<file path="src/rtl/led_fader.sv">
// Five-channel LED fader: each request snaps an LED to full brightness, then the level
// decays in fixed steps while a shared PWM counter drives the outputs. Optional macro: LED_FADER_GAMMA_EN.
module led_fader #(
    parameter int PWM_BITS   = 8,
    parameter int DECAY_DIV  = 240000,
    parameter int DECAY_STEP = 8
) (
    input  logic       CLK,
    input  logic       RST_N,
    input  logic [4:0] pattern_in,
    output logic [4:0] led_out,
    output logic       fade_active
);

    localparam int NUM_LEDS = 5;
    localparam int DIV_W    = $clog2(DECAY_DIV);

    localparam logic [PWM_BITS-1:0] LEVEL_MAX = {PWM_BITS{1'b1}};
    localparam logic [PWM_BITS-1:0] STEP      = PWM_BITS'(DECAY_STEP);
    localparam logic [DIV_W-1:0]    DIV_LAST  = DIV_W'(DECAY_DIV - 1);

    logic [PWM_BITS-1:0] pwm_cnt_reg;
    logic [DIV_W-1:0]    decay_cnt_reg;
    logic                decay_tick;

    logic [PWM_BITS-1:0] level_reg  [NUM_LEDS];
    logic [PWM_BITS-1:0] level_next [NUM_LEDS];
    logic [PWM_BITS-1:0] cmp        [NUM_LEDS];
    logic [NUM_LEDS-1:0] level_nz;
    logic [NUM_LEDS-1:0] led_next;

    logic [NUM_LEDS-1:0] led_out_reg;
    logic                fade_active_reg;

    assign decay_tick = (decay_cnt_reg == DIV_LAST);

    always_ff @(posedge CLK or negedge RST_N) begin
        if (!RST_N) begin
            pwm_cnt_reg   <= '0;
            decay_cnt_reg <= '0;
        end else begin
            pwm_cnt_reg   <= pwm_cnt_reg + 1'b1;
            decay_cnt_reg <= decay_tick ? '0 : decay_cnt_reg + 1'b1;
        end
    end

    generate
        for (genvar gi = 0; gi < NUM_LEDS; gi++) begin : g_led
            // A request outranks a coincident tick; decrement saturates at zero.
            assign level_next[gi] = pattern_in[gi] ? LEVEL_MAX :
                                    !decay_tick    ? level_reg[gi] :
                                    (level_reg[gi] < STEP) ? '0 : level_reg[gi] - STEP;

`ifdef LED_FADER_GAMMA_EN
            logic [2*PWM_BITS-1:0] level_ext;
            assign level_ext = {{PWM_BITS{1'b0}}, level_reg[gi]};
            assign cmp[gi]   = PWM_BITS'((level_ext * level_ext) >> PWM_BITS);
`else
            assign cmp[gi]   = level_reg[gi];
`endif

            // Full level forces constant-on so there is no one-count dark gap at MAX.
            assign led_next[gi] = (level_reg[gi] == LEVEL_MAX) || (pwm_cnt_reg < cmp[gi]);
            assign level_nz[gi] = (level_reg[gi] != '0);
        end
    endgenerate

    always_ff @(posedge CLK or negedge RST_N) begin
        if (!RST_N) begin
            for (int i = 0; i < NUM_LEDS; i++) begin
                level_reg[i] <= '0;
            end
            led_out_reg     <= '0;
            fade_active_reg <= 1'b0;
        end else begin
            for (int i = 0; i < NUM_LEDS; i++) begin
                level_reg[i] <= level_next[i];
            end
            led_out_reg     <= led_next;
            fade_active_reg <= |level_nz;
        end
    end

    assign led_out     = led_out_reg;
    assign fade_active = fade_active_reg;

endmodule

</file>
<file path="config.mk">
export PLATFORM = sky130hd
export DESIGN_NAME = led_fader
export DESIGN_NICKNAME = d
export VERILOG_FILES = /design/src/rtl/led_fader.sv
export SDC_FILE = /design/constraint.sdc
export NUM_CORES = 1
export LEC_CHECK = 0
export ABC_AREA = 1
export CAP_MARGIN = 25
export CELL_PAD_IN_SITES_DETAIL_PLACEMENT = 1
export CELL_PAD_IN_SITES_GLOBAL_PLACEMENT = 1
export CORE_UTILIZATION = 45
export CTS_CLUSTER_DIAMETER = 60
export DETAILED_ROUTE_END_ITERATION = 16
export DONT_BUFFER_PORTS = 1
export GPL_TIMING_DRIVEN = 0
export PLACE_DENSITY = 0.84
export SLEW_MARGIN = 5
export SYNTH_ARGS = -nofsm -noshare
export SYNTH_HDL_FRONTEND = slang
export SYNTH_SLANG_ARGS = --single-unit
</file>
<file path="constraint.sdc">
create_clock -name CLK -period 3.1 [get_ports CLK]
set_clock_uncertainty 0.05 [all_clocks]
set_input_delay 0.62 -clock CLK [delete_from_list [all_inputs] [get_ports CLK]]
set_output_delay 0.62 -clock CLK [all_outputs]
set_load 0.005 [all_outputs]
</file>
==> impl_metrics.py <==
metrics = {
    "clock_network": {
        "cts_max_level": 3,
        "cts.sinks": 62,
        "cts_buffers": 9,
        "cts_setup_buffers": 0,
        "cts_root_buf": "clkbuf_8",
        "cts_tree": "done",
        "cts_resized": 0,
        "hold_buffers": 1,
        "clk_pin_slew_worst_paths_ps": 70,
        "clkLatencyLatePin_ps": 360,
        "cts.path.max_buffers": 2,
    },
    "global_route": {
        "grt_pass1_vias": 4122,
        "grt_pass1_wl_um": 19260,
        "antenna_found_initial": 0,
        "grt_max_degree": 63,
        "overflow": 0,
        "grt.total_usage_pct": 25.23,
    },
    "yosys": {
        "synthFlopType": "dfrtp_1",
        "synth_compound_area_share_pct": 4.306,
        "synthTopCellsByCount": "nand2_1 (191), inv_1 (87), nor2_1 (65)",
        "synthAdderAreaFrac_pct": 12.39,
        "synth_area_leaders": "dfrtp_1 (37%), nand2_1 (17%), ha_1 (12%)",
        "synth_seq_cells": 62,
        "synthCells": 594,
        "ys_seq_area_share_pct": 36.57,
        "synth.distinct_cells": 24,
        "synth_top_family_by_area": "simple AND/OR/NAND/NOR gates",
        "syn_area_per_cell_sq_um": 7.143,
        "synth_warnings": 0,
        "synth_xor_area_share_pct": 2.684,
        "synth_nets": 643,
        "yosys.area.top_type_share_pct": 36.57,
        "synth_area_leader_cell": "dfrtp_1",
        "synthSimpleGateAreaFrac_pct": 35.48,
        "synthArstFlopShare_pct": 100.0,
        "synth_edf_count": 0,
        "syn_area_sq_mm": 0.004243,
        "synth.most_common_cell": "nand2_1",
        "synthMuxAreaShare_pct": 0,
    },
    "drt": {
        "antenna_left": 0,
        "viasPerCell": 5.256,
        "drt-pass1-iter-count": 4,
        "drtIter0Drc": 136,
        "drcViolationCount": 0,
        "avgRoutedWirePerCell_um": 15.62,
        "num_vias": 3795,
        "wl_um": 11280,
    },
    "die": {
        "num_rows": 35,
        "dieArea_sq_mm": 0.009821,
        "die_w_um": 99.10,
        "io_pins": 13,
        "start_util_pct": 46.14,
        "coreArea_sq_mm": 0.009196,
        "fp.dieH_um": 99.10,
    },
    "worst_setup_path": {
        "end_kind": "flop",
        "r2r_end": "cmp[1]$_DFFE_PN0P_",
        "start_kind": "flop",
        "rr_worst_depth": 8,
        "worstPathArrival_ps": 2070,
        "worstPathMaxFanout": 9,
        "r2r_slack_ps": 1210,
        "required_ps": 3280,
        "regToRegStartpoint": "decay_cnt_reg[0]$_DFF_PN0_",
        "path_class": "flop to flop",
    },
    "placement": {
        "gp_congestion": 0.8325,
        "place_ws_ps": 1191,
        "post-dp-hpwl_um": 8222,
        "portBuffers": 0,
    },
    "timing": {
        "min_period_over_period_pct": 60.88,
        "worst_hold_slack_ps": 83.44,
        "worst_pin_slew_ps": 557.0,
        "fin_setup_tns_ps": 0,
        "post-route-min-period_ps": 1887,
        "worst_slack_ps": 1213,
        "fmax_ghz": 0.5299,
        "rsz0062_at_grt": "false",
        "setup_viol": 0,
        "finalMaxSlewViolations": 0,
        "slew_headroom_pct": 62.83,
        "timing.final.hold_violations": 0,
    },
    "cells_and_area": {
        "largest_reg_flops": 30,
        "fin_nets": 655,
        "multiInputGateArea_sq_mm": 0.002327,
        "diodes": 0,
        "num-fill-cells": 1218,
        "seqCellArea_sq_mm": 0.001551,
        "synthToLayoutAreaGrowth_pct": 8.375,
        "drive_gt1_share_pct": 5.074,
    },
    "power": {
        "leakagePower_nw": 2.692,
        "irDropWorstVdd_v": 0.0001885,
        "cellPowerDensity_mw_per_mm2": 378.9,
    },
    "hold_path": {
        "worstHoldPathType": "input port to async pin",
    },
    "job": {
        "drv_cap": 0,
    },
    "run_status": {
        "outcome": "complete, no violations",
    },
}
-- metrics by stage --
step	area, sq um	total power, mW	instances	utilization [%]
final	4598	1.742	722	50.00
after floorplan	4243	0.9799	594	-
after global routing	4598	1.814	722	50.00
after detailed placement	4382	1.021	705	47.65
after CTS	4598	1.754	722	50.00
after global placement	4382	1.008	705	47.65
-- routing by layer --
layer  vias to the layer above  GRT usage (%)  part of all wire, %
met2                        39          47.07                   52
met5                         -              0                    0
li1                       1907              -                    -
met1                      1833          29.03                   44
met3                        16          4.779                  2.8
met4                         0          8.258                  1.5
-- worst max path at each step --
stage | startpoint | end | cells past startpoint
2_1_floorplan | decay_cnt_reg[0]$_DFF_PN0_ | cmp[31]$_DFFE_PN0P_ | 9
3_3_place_gp | decay_cnt_reg[0]$_DFF_PN0_ | cmp[1]$_DFFE_PN0P_ | 8
3_5_place_dp | decay_cnt_reg[0]$_DFF_PN0_ | cmp[1]$_DFFE_PN0P_ | 8
4_1_cts | decay_cnt_reg[0]$_DFF_PN0_ | cmp[1]$_DFFE_PN0P_ | 8
5_1_grt | decay_cnt_reg[0]$_DFF_PN0_ | cmp[9]$_DFFE_PN0P_ | 8
6_report | decay_cnt_reg[0]$_DFF_PN0_ | cmp[1]$_DFFE_PN0P_ | 8
-- kinds of logic (layout without fill, tap and decap cells) --
| logic type | count (synthesis) | after routing |
|---|---|---|
| AOI/OAI and AO/OA | 36 | 36 |
| adders and majority gates | 42 | 42 |
| and+or+nand+nor | 348 | 348 |
| xor gates and xnor gates | 13 | 13 |
| DFF | 62 | 62 |
| buffers and inverters | 93 | 110 |
-- cell type report --
type | count | share of cell area (%)
plain buffers | 2 | 0.4898
inverters | 91 | 7.429
well taps | 111 | 3.020
flip-flops and latches | 62 | 33.74
clock buffers | 9 | 2.694
clock inverters | 7 | 1.415
multi-input cells | 439 | 50.61
repair buffers | 1 | 0.5986
-- placed cells by master (no fill, tap or decap), types with 3 or more instances in the layout --
cell,n
inv_1,87
nand3_1,51
nor3_1,9
dfrtp_1,62
nor2_1,65
clkbuf_8,9
nand2_2,5
ha_1,42
nor4_1,5
nand2_1,191
a21oi_1,15
xor2_1,10
xnor2_1,3
clkinv_2,4
clkinv_1,4
o21ai_0,19
nand4_1,14
-- worst max-delay path, stage by stage, from the launching register on --
cell and delay (ps):
dfrtp_1 380, ha_1 210, nand2_2 100, nor2_8 160
nand3_1 130, nor2_2 460, nand2_1 130, nand2_1 90
nand2_1 60
-- report_power, final --
group          internal (mW)  leakage, nW  switching (mW)  total [mW]
Combinational         0.0549         1.90           0.111       0.166
Sequential             0.833        0.693          0.0259       0.859
Clock                  0.365       0.0948           0.352       0.717
No activity file was read; power rests on OpenSTA's default activity.
